### config.mk
export PLATFORM = sky130hd
export DESIGN_NAME = pwm_robot
export DESIGN_NICKNAME = d
export VERILOG_FILES = /design/src/rtl/pwm_robot.sv
export SDC_FILE = /design/constraint.sdc
export NUM_CORES = 1
export LEC_CHECK = 0
export ABC_AREA = 1
export ABC_CLOCK_PERIOD_IN_PS = 4850
export CORE_MARGIN = 2
export CORE_UTILIZATION = 55
export DETAILED_ROUTE_END_ITERATION = 8
export PLACE_DENSITY = 0.84
export RECOVER_POWER = 25
export REMOVE_ABC_BUFFERS = 1
export SLEW_MARGIN = 40
export SYNTH_ARGS = -nofsm -noshare
export SYNTH_HDL_FRONTEND = slang
export SYNTH_SLANG_ARGS = --single-unit
### constraint.sdc
create_clock -name clk -period 4.85 [get_ports clk]
set_clock_uncertainty 0.1 [all_clocks]
set_input_delay 1.2125 -clock clk [delete_from_list [all_inputs] [get_ports clk]]
set_output_delay 1.2125 -clock clk [all_outputs]
set_load 0.05 [all_outputs]
### src/rtl/pwm_robot.sv
// Four-channel PWM generator fed from the robot IO register block.
// Optional macro PWM_SHADOW_EN: duty writes are held and applied at the period wrap.
module pwm_robot #(
    parameter int CHANNELS = 4,
    parameter int PRESCALE = 16
) (
    input  logic                clk,
    input  logic                rst,
    input  logic                cfg_wr,
    input  logic [31:0]         cfg_data,
    input  logic [CHANNELS-1:0] en,
    output logic [CHANNELS-1:0] pwm_out,
    output logic                period_tick,
    output logic                update_pending
);

    localparam int              PRE_W    = (PRESCALE > 1) ? $clog2(PRESCALE) : 1;
    localparam logic [PRE_W-1:0] PRE_LAST = PRE_W'(PRESCALE - 1);
    localparam logic [7:0]      CNT_LAST = 8'd254;

    logic [PRE_W-1:0]             pre_r;
    logic [7:0]                   cnt_r;
    logic                         tick_s;
    logic                         wrap_s;
    logic [CHANNELS-1:0]          raw_s;
    logic [CHANNELS-1:0][7:0]     cfg_duty_s;
    logic [CHANNELS-1:0][7:0]     duty_act_r;

    // Bytes above the configured channel count are simply never unpacked.
    for (genvar g = 0; g < CHANNELS; g++) begin : g_unpack
        assign cfg_duty_s[g] = cfg_data[8*g +: 8];
    end

    // Tick and wrap decode plus per-channel compare.
    always_comb begin
        tick_s = 1'b0;
        wrap_s = 1'b0;
        raw_s  = '0;
        if (pre_r == PRE_LAST) begin
            tick_s = 1'b1;
        end else begin
            tick_s = 1'b0;
        end
        if (tick_s && (cnt_r == CNT_LAST)) begin
            wrap_s = 1'b1;
        end else begin
            wrap_s = 1'b0;
        end
        for (int i = 0; i < CHANNELS; i++) begin
            raw_s[i] = (cnt_r < duty_act_r[i]);
        end
    end

    // Prescaler: one counter tick every PRESCALE clocks.
    always_ff @(posedge clk or posedge rst) begin
        if (rst) begin
            pre_r <= '0;
        end else if (tick_s) begin
            pre_r <= '0;
        end else begin
            pre_r <= pre_r + PRE_W'(1);
        end
    end

    // Period counter runs 0..254 so duty 255 stays high for the whole period.
    always_ff @(posedge clk or posedge rst) begin
        if (rst) begin
            cnt_r <= 8'd0;
        end else if (wrap_s) begin
            cnt_r <= 8'd0;
        end else if (tick_s) begin
            cnt_r <= cnt_r + 8'd1;
        end else begin
            cnt_r <= cnt_r;
        end
    end

`ifdef PWM_SHADOW_EN
    logic [CHANNELS-1:0][7:0] duty_pend_r;
    logic                     pending_r;

    // Shadow update: a write coinciding with the wrap bypasses the pending stage.
    always_ff @(posedge clk or posedge rst) begin
        if (rst) begin
            duty_act_r  <= '0;
            duty_pend_r <= '0;
            pending_r   <= 1'b0;
        end else if (cfg_wr && wrap_s) begin
            duty_act_r  <= cfg_duty_s;
            duty_pend_r <= cfg_duty_s;
            pending_r   <= 1'b0;
        end else if (cfg_wr) begin
            duty_pend_r <= cfg_duty_s;
            pending_r   <= 1'b1;
        end else if (wrap_s && pending_r) begin
            duty_act_r  <= duty_pend_r;
            pending_r   <= 1'b0;
        end else begin
            pending_r   <= pending_r;
        end
    end

    assign update_pending = pending_r;
`else
    // Direct update: the new duty applies mid-period.
    always_ff @(posedge clk or posedge rst) begin
        if (rst) begin
            duty_act_r <= '0;
        end else if (cfg_wr) begin
            duty_act_r <= cfg_duty_s;
        end else begin
            duty_act_r <= duty_act_r;
        end
    end

    assign update_pending = 1'b0;
`endif

    // Registered outputs; a disabled channel is masked but keeps counting.
    always_ff @(posedge clk or posedge rst) begin
        if (rst) begin
            pwm_out     <= '0;
            period_tick <= 1'b0;
        end else begin
            pwm_out     <= raw_s & en;
            period_tick <= wrap_s;
        end
    end

endmodule

==> metrics.yaml, run 1 <==
status: "finished, violations left"
violations: "max-capacitance violations, max-slew violations"
maxCapViolations: 1
clkSinkCount: 49
crit_buf_inv: 1
dp.cells: 424
hp-class: "register to register"
rsz0062_at_grt: "false"
core_um2: 4723
ys_ff_latch: 49
cellPowerDensity_nw_per_um2: 251.3
hpwlAfterDp_um: 3678
grt.overflow.total: 0
grt_max_degree: 61
drive_gt1_share_pct: 4.945
crit_family: "buffers and inverters"
period_minus_slack_ns: 3.156
seqPwrFrac_pct: 54.3
vias_per_cell: 4.893
cp.required_ns: 4.82
relSlewSlack_pct: -46.52
die_h_um: 74.12
gp_congestion: 0.7693
critPathKind: "primary input to register"
synth_area_leaders: "dfrtp_1 45%, ha_1 14%, nand2_1 13%"
intPower_w: 0.0006072
io_pins: 45
area_growth_pct: 19.76
initial_core_util_pct: 57.25
critical-path-max-stage-delay_ns: 1.54
synth_cell_type_count: 24
syn_area_um2: 2704
met2_usage_pct: 36.11
antenna_found_initial: 0
nNetsFinal: 434
grt_use_total_pct: 20.47
min_period_over_period_pct: 65.07
critPathArrivalTime_ns: 3.13
finalSetupTns_ns: 0
cp-start-kind: "primary input"
cts_root_buf: "clkbuf_8"
slew_viol_final: 61
cts_tree: "done"
n_fill_cell: 381
clk_pin_slew_ns: 0.08
combPwrFrac_pct: 16.1
hold_buffers: 0
synth_top_cell_by_area: "dfrtp_1"
path_max_fanout: 60
mostFrequentLayoutCells: "92 x nand2_1, 49 x dfrtp_1, 47 x inv_1"
avgSynthCellArea_um2: 8.397
power.share.switching_pct: 25.39
gr-usage-met3_pct: 2.846
htree_levels: 2
timing.fmax_mhz: 316.9
cts_buffer_depth: 2
p_leak_nw: 1.722
antennaDiodeCount: 0
cp_slowest_cell: "clkbuf_1"
path_cells: "clkbuf_1, o21ai_0"
final_common_cell: "nand2_1"
switchingPower_w: 0.0002066
wl_um: 5151
ys_seq_area_share_pct: 45.35
grt_pass1_vias: 1941
worstSetupEndpointType: "register"
yosys.area.top_type_share_pct: 45.35
dr.pass1.iters: 4
drtAntennaViolNets: 0
via_count: 2109
top_usage_layer: "met2"
fin_total_pwr_w: 0.0008139
grt_pass1_wl_um: 8473
syn-instance-count: 322
use_met1_pct: 24.93
die_area_um2: 5493
ir_drop_mv: 0.1599
worst_pin_slew_ns: 2.198
post_cts_buffers: 0
final_core_util_pct: 68.56
stdcell_count: 431
cts_resized: 0
yosys_warnings: 0
finalHoldViolations: 0
rows: 25
wl_per_cell_um: 11.95
pwr-share-clk_pct: 29.6
setup_violations: 0
drc: 0
port_buffers: 43
drt-initial-drc-count: 81
die_w_um: 74.12
clk_latency_ns: 0.30
numCtsBuffers: 5
kinds of logic after synthesis:
kind of cell / share of synthesized area, %
AND/OR/NAND/NOR: 21.24
buffers and inverters: 8.237
flip-flops: 45.35
AO/OA/AOI/OAI: 8.375
adder cells (fa/ha/maj): 14.35
multiplexers: 1.666
XOR/XNOR: 0.6480
other: 0.1387
per-stage QoR:
| step | instance area, um2 | setup WS [ns] | hold slack (ns) |
|---|---|---|---|
| after floorplan | 2665 | 2.365 | 0.3667 |
| after global placement | 3174 | 2.301 | 0.3774 |
| after detailed placement | 3177 | 2.290 | 0.3854 |
| after CTS | 3263 | 2.096 | 0.4047 |
| after global routing | 3238 | 1.409 | 0.4176 |
| final | 3238 | 1.694 | 0.3970 |
layout make-up:
cell class	instances	area, um2	share of cell area [%]
timing repair buffer	43	424.2	13.10
multi-input combinational	216	1231	38.02
clock buffer	7	86.33	2.666
sequential	49	1226	37.87
inverter	49	186.4	5.757
tap	67	83.83	2.589
sequential cells by signal, indices dropped and copies added, names as in the netlist:
register / count
duty_act_r: 32
pre_r: 4
period_tick: 1
cnt_r: 8
pwm_out: 4
power by group through the flow:
stage | logic [W] | registers [W] | clock network, W
CTS | 0.000132 | 0.000442 | 0.000247
detailed placement | 0.000131 | 0.000450 | 0
floorplan | 0.0000644 | 0.000456 | 0
finish | 0.000131 | 0.000442 | 0.000241
global route | 0.000150 | 0.000444 | 0.000261
global placement | 0.000124 | 0.000449 | 0
Yosys cell counts:
cell type  count
a21oi_1       11
buf_2          4
buf_4          1
clkbuf_1       3
conb_1         1
dfrtp_1       49
ha_1          31
inv_1         48
inv_2          1
mux2_2         4
nand2_1       91
nand2_2        1
nand2_4        1
nand3_1       17
nand3_2        2
nor2_1        17
nor2_2         2
nor2_8         1
nor3b_1        1
o21ai_0       30
o21ai_1        2
o21bai_2       1
or2_2          1
xor2_1         2
per-layer routing:
layer  part of all wire, %  wire length (um)  vias to the layer above
met5                     0                 0                        -
met4                   1.5                78                        0
met3                   5.0               260                        8
met2                    49              2539                       57
met1                    44              2272                      950
li1                      -                 -                     1094
path summary, 6_finish.rpt:
check                               from              to  slack, ns  depth (start not counted)
worst max-delay path              cfg_wr  duty_act_r[25]       1.69                          2
worst max register to register  pre_r[0]        cnt_r[1]       2.84                          6
worst min register to register  pre_r[1]        pre_r[1]       0.40                          1
max in group asynchronous            rst        cnt_r[2]       2.99                          2
min in group asynchronous            rst   duty_act_r[7]       1.25                          2
worst min-delay path            pre_r[1]        pre_r[1]       0.40                          1
Power figures use the tool's default switching activity.
==> run 2: changes to the inputs <==
- ABC_CLOCK_PERIOD_IN_PS: 4850 -> 2700
- CORE_UTILIZATION: 55 -> 48
- PLACE_DENSITY: 0.84 -> 0.78
- clock period: 4.85 -> 2.7 ns (I/O delays scaled with it)
==> run 2 against run 1 <==
  * The run still ends with max-capacitance violations, max-slew violations left
  * Core utilization is 9.2 points lower
  * Worst hold slack improved by 0.0050 ns
  * Cell count up 1.9%
  * Sequential share of layout area fell by 0.15 points
  * Setup slack got worse by 1.2 ns
  * Register-to-register slack worse by 2.1 ns
  * Design area grew 0.39%
  * Critical path type is now register to output port
  * Largest cell class unchanged
  * Highest routed layer unchanged
==> metrics.yaml, run 2 (synthesis gave the netlist of run 1 again) <==
status: "finished, violations left"
violations: "max-capacitance violations, max-slew violations"
top_usage_layer: "met2"
critPathArrivalTime_ns: 1.43  # -1.70 ns
vias_per_cell: 4.747  # -3.0%
clkSinkCount: 49  # unchanged
hold_buffers: 0  # unchanged
cts_buffer_depth: 2  # unchanged
io_pins: 45  # unchanged
multi_input_area_um2: 1231  # unchanged
slew_viol_final: 42  # -31%
die_w_um: 79.06  # +6.7%
hold_depth: 1  # unchanged
finalHoldViolations: 0  # unchanged
largest_reg_flops: 32  # unchanged
die_area_um2: 6250  # +14%
grt_pass1_wl_um: 8811  # +4.0%
htree_levels: 2  # unchanged
finalSetupTns_ns: 0  # unchanged
seqCellArea_um2: 1226  # unchanged
drive_gt1_share_pct: 5.722  # +0.78 points
post_cts_buffers: 0  # unchanged
cp.required_ns: 1.92  # -2.90 ns
relSlewSlack_pct: -0.5454  # +46 points
nNetsFinal: 436  # +0.46%
gp_congestion: 0.7808  # +1.5%
cellPowerDensity_nw_per_um2: 441.8  # +76%
clk_latency_ns: 0.30  # about the same
cp_slowest_cell: "clkdlybuf4s50_1"
antennaDiodeCount: 0  # unchanged
final_common_cell: "nand2_1"
cp-start-kind: "register"
reg2regPathDepth: 6  # unchanged
antenna_found_initial: 0  # unchanged
gr-usage-met3_pct: 3.864  # +1.0 points
die_h_um: 79.06  # +6.7%
port_buffers: 43  # unchanged
clk_pin_slew_ns: 0.09  # about the same
drt-initial-drc-count: 82  # +1.2%
dr.pass1.iters: 4  # unchanged
ir_drop_mv: 0.2804  # +75%
critPathKind: "register to output port"
grt_pass1_vias: 2029  # +4.5%
numCtsBuffers: 5  # unchanged
use_met1_pct: 22.39  # -2.5 points
worst_pin_slew_ns: 1.508  # -0.6897 ns
n_fill_cell: 515  # +35%
p_leak_nw: 1.732  # +0.55%
rsz0062_at_grt: "false"
via_count: 2084  # -1.2%
r2r-start: "pre_r[0]"
grt_max_degree: 50  # -18%
cts_root_buf: "clkbuf_8"
maxCapViolations: 1  # unchanged
timing.fmax_mhz: 454.3
reg_top3: "duty_act_r: 32 flops, cnt_r: 8 flops"
path_cells: "clkdlybuf4s50_1"
min_from: "pre_r[1]"
cts_resized: 0  # unchanged
grt_use_total_pct: 17.98  # -2.5 points
fin_total_pwr_w: 0.001436  # +76%
wl_per_cell_um: 11.29  # -5.5%
crit_family: "buffers and inverters"
largest_register: "duty_act_r"
drc: 0  # unchanged
crit_buf_inv: 1  # unchanged
grt.overflow.total: 0  # unchanged
initial_core_util_pct: 49.41  # -7.8 points
hp-class: "register to register"
critical-path-max-stage-delay_ns: 0.79  # -0.75 ns
critPathLaunch: "pwm_out[3]"
drtAntennaViolNets: 0  # unchanged
met2_usage_pct: 31.19  # -4.9 points
area_growth_pct: 20.22
wl_um: 4958  # -3.7%
path_max_fanout: 1  # -98%
worstSetupEndpointType: "output port"
core_um2: 5473  # +16%
min_period_over_period_pct: 81.52
cts_tree: "done"
period_minus_slack_ns: 2.201
worst-path-stages: 1  # -1
rows: 27  # +8.0%
hpwlAfterDp_um: 3658  # -0.53%
mostFrequentLayoutCells: "92 x nand2_1, 49 x dfrtp_1, 47 x inv_1"
setup_violations: 0  # unchanged
run 2: changes by cell type in the layout (fill, tap and decap cells not counted), sizes merged:
cell,change
buf,+1
dlygate4sd3,+1
clkinv,+2
clkdlybuf4s50,-1
run 2: through the flow:
step / hold WS (ns) / instance area [um2] / std cells / setup slack [ns] / util [%]
2_1_floorplan: 0.3667 / 2665 / 314 / 0.7522 / -
4_1_cts: 0.4037 / 3278 / 439 / 0.4849 / 59.90
5_1_grt: 0.4086 / 3251 / 439 / 0.2649 / 59.40
3_3_place_gp: 0.3773 / 3196 / 431 / 0.8366 / 58.39
3_5_place_dp: 0.3847 / 3196 / 431 / 0.8192 / 58.39
6_report: 0.4019 / 3251 / 439 / 0.4988 / 59.40
run 2: final cells by class:
class	instances	share of cell area, %
multi-input cells	216	37.88
flip-flops and latches	49	37.72
repair buffers	45	13.43
inverters	49	5.658
well taps	72	2.771
clock buffers	6	2.232
clock inverters	2	0.3079
run 2: layer usage:
metal | vias to the layer above | wire length, um | share of wire [%]
li1 | 1101 | - | -
met1 | 934 | 2310 | 47
met2 | 40 | 2335 | 47
met3 | 9 | 221 | 4.5
met4 | 0 | 90 | 1.8
met5 | - | 0 | 0
run 2: worst paths after layout:
check                      slack (ns)             to
setup / recovery                 0.50     pwm_out[3]
hold / removal                   0.40       pre_r[1]
setup reg to reg                 0.71       cnt_r[0]
hold reg to reg                  0.40       pre_r[1]
max in group asynchronous        0.67  duty_act_r[3]
min in group asynchronous        1.10     pwm_out[0]
run 2: report_power, final:
part           switching [W]  internal (W)  leakage, nW  total [W]
clock network       0.000231      0.000180       0.0450   0.000411
registers          0.0000137      0.000780        0.601   0.000794
logic               0.000125      0.000106         1.09   0.000231
==> run 3: changes to the inputs <==
- ABC_CLOCK_PERIOD_IN_PS: 2700 -> 2300
- CORE_UTILIZATION: 48 -> 53
- PLACE_DENSITY: 0.78 -> 0.82
- clock period: 2.7 -> 2.3 ns (I/O delays scaled with it)
==> run 3 against run 2 <==
  * The run now ends clean
  * Cell count down 0.91%
  * Worst hold slack worse by 0.0034 ns
  * Design area up 2.4%
  * Global-route usage up 2.6 points
  * Largest cell class unchanged
  * Largest power group unchanged
==> metrics.yaml, run 3 (synthesis gave the netlist of run 1 again) <==
antennaDiodeCount: 0  # unchanged
cellPowerDensity_nw_per_um2: 557.0  # +26%
area_growth_pct: 23.09
grt.overflow.total: 0  # unchanged
cts_tree: "done"
relSlewSlack_pct: 19.39  # +20 points
status: "complete, no violations"
crit_family: "buffers and inverters"
core_um2: 4817  # -12%
hp-class: "register to register"
dpl_cell_area_um2: 3227  # +0.98%
ir_drop_mv: 0.3195  # +14%
min_from: "pre_r[1]"
via_count: 2142  # +2.8%
die_h_um: 75.43  # -4.6%
cts_resized: 0  # unchanged
maxCapViolations: 0  # -1
critPathArrivalTime_ns: 1.44  # about the same
gp_congestion: 0.7567  # -3.1%
reg_top3: "duty_act_r: 32 flops, cnt_r: 8 flops"
mostFrequentLayoutCells: "91 x nand2_1, 49 x dfrtp_1, 47 x inv_1"
clk_latency_ns: 0.31  # about the same
hpwlAfterDp_um: 3892  # +6.4%
hold_buffers: 0  # unchanged
vias_per_cell: 4.924  # +3.7%
die_area_um2: 5689  # -9.0%
largest_register: "duty_act_r"
cts_root_buf: "clkbuf_8"
cp-start-kind: "register"
holdPathEnd: "pre_r[1]"
switchingPower_w: 0.0004548  # +23%
antenna_found_initial: 0  # unchanged
final_common_cell: "nand2_1"
wl_per_cell_um: 12.13  # +7.4%
whs_ns: 0.3985  # -0.003441 ns
largest_reg_flops: 32  # unchanged
cp.required_ns: 1.62  # -0.30 ns
drt-initial-drc-count: 85  # +3.7%
grt_pass1_vias: 2097  # +3.4%
drtAntennaViolNets: 0  # unchanged
nNetsFinal: 437  # +0.23%
clkSinkCount: 49  # unchanged
min_period_over_period_pct: 92.08
intPower_w: 0.001399  # +31%
reg2regPathDepth: 7  # +1
htree_levels: 2  # unchanged
initial_core_util_pct: 56.13  # +6.7 points
slew_viol_final: 0  # -100%
port_buffers: 43  # unchanged
reg2reg_slack_ns: 0.74  # +0.03 ns
r2r-start: "cnt_r[0]"
multi_input_area_um2: 1255  # +1.9%
cts_buffer_depth: 2  # unchanged
clk_pin_slew_ns: 0.09  # about the same
wl_um: 5278  # +6.5%
crit_buf_inv: 1  # unchanged
final_area_um2: 3328  # +2.4%
critPathKind: "register to output port"
post_cts_buffers: 0  # unchanged
seqPwrFrac_pct: 50.3  # -5.0 points
drive_gt1_share_pct: 6.522  # +0.80 points
worstReg2RegEnd: "cnt_r[3]"
worst_pin_slew_ns: 1.209  # -0.2991 ns
worstSetupEndpointType: "output port"
hold_depth: 1  # unchanged
finalHoldViolations: 0  # unchanged
timing.fmax_mhz: 472.2
power.share.switching_pct: 24.53  # -1.2 points
die_w_um: 75.43  # -4.6%
critical-path-max-stage-delay_ns: 0.80  # about the same
finalSetupTns_ns: 0  # unchanged
numCtsBuffers: 5  # unchanged
grt_use_total_pct: 20.59  # +2.6 points
drc: 0  # unchanged
pwr-share-clk_pct: 34.7  # +6.1 points
n_fill_cell: 415  # -19%
setup_violations: 0  # unchanged
worst-path-stages: 1  # unchanged
path_cells: "clkdlybuf4s50_1"
grt_pass1_wl_um: 8907  # +1.1%
period_minus_slack_ns: 2.118
rsz0062_at_grt: "false"
combPwrFrac_pct: 15.0  # -1.1 points
rows: 25  # -7.4%
io_pins: 45  # unchanged
p_leak_nw: 1.786  # +3.1%
fin_total_pwr_w: 0.001854  # +29%
grt_max_degree: 50  # unchanged
seqCellArea_um2: 1226  # unchanged
dr.pass1.iters: 4  # unchanged
cp_slowest_cell: "clkdlybuf4s50_1"
path_max_fanout: 1  # unchanged
==> run 3: cell types whose count changed in the layout (fill, tap and decap cells not counted), sizes merged <==
cell,delta
clkdlybuf4s50,+1
clkinv,-1
buf,+1
bufinv,+1
inv,-1
==> run 3: how the worst max path moves through the flow <==
stage / start / to
final: period_tick / period_tick
after global routing: rst / pre_r[0]
after CTS: period_tick / period_tick
after detailed placement: cfg_wr / duty_act_r[8]
after global placement: cfg_wr / duty_act_r[16]
after floorplan: rst / cnt_r[0]
==> run 3: cell type report <==
cell class / count / area share, %
Clock buffer: 7 / 2.594
Clock inverter: 1 / 0.9023
Inverter: 49 / 5.526
Multi-Input combinational cell: 216 / 37.71
Sequential cell: 49 / 36.84
Tap cell: 67 / 2.519
Timing Repair Buffer: 46 / 13.91
==> run 3: through the flow <==
step / utilization [%] / std cells / setup WS, ns
final: 69.09 / 435 / 0.1822
after global routing: 69.09 / 435 / 0.09019
after CTS: 69.40 / 435 / 0.1752
after detailed placement: 66.99 / 427 / 0.3044
after global placement: 66.99 / 427 / 0.3526
after floorplan: - / 314 / 0.4522
==> run 3: power by group through the flow <==
| stage | registers, W | logic [W] | clock network (W) |
|---|---|---|---|
| final | 0.000932 | 0.000278 | 0.000644 |
| after global routing | 0.000938 | 0.000319 | 0.000689 |
| after CTS | 0.000933 | 0.000288 | 0.000657 |
| after detailed placement | 0.000950 | 0.000286 | 0 |
| after global placement | 0.000948 | 0.000272 | 0 |
| after floorplan | 0.000962 | 0.000136 | 0 |
==> run 3: metal layers <==
metal	up-vias	part of all wire, %	global-route usage, %
met2	47	49	37.10
li1	1104	-	-
met5	-	0	0
met3	9	4.7	4.894
met4	0	1.2	8.187
met1	982	45	23.45
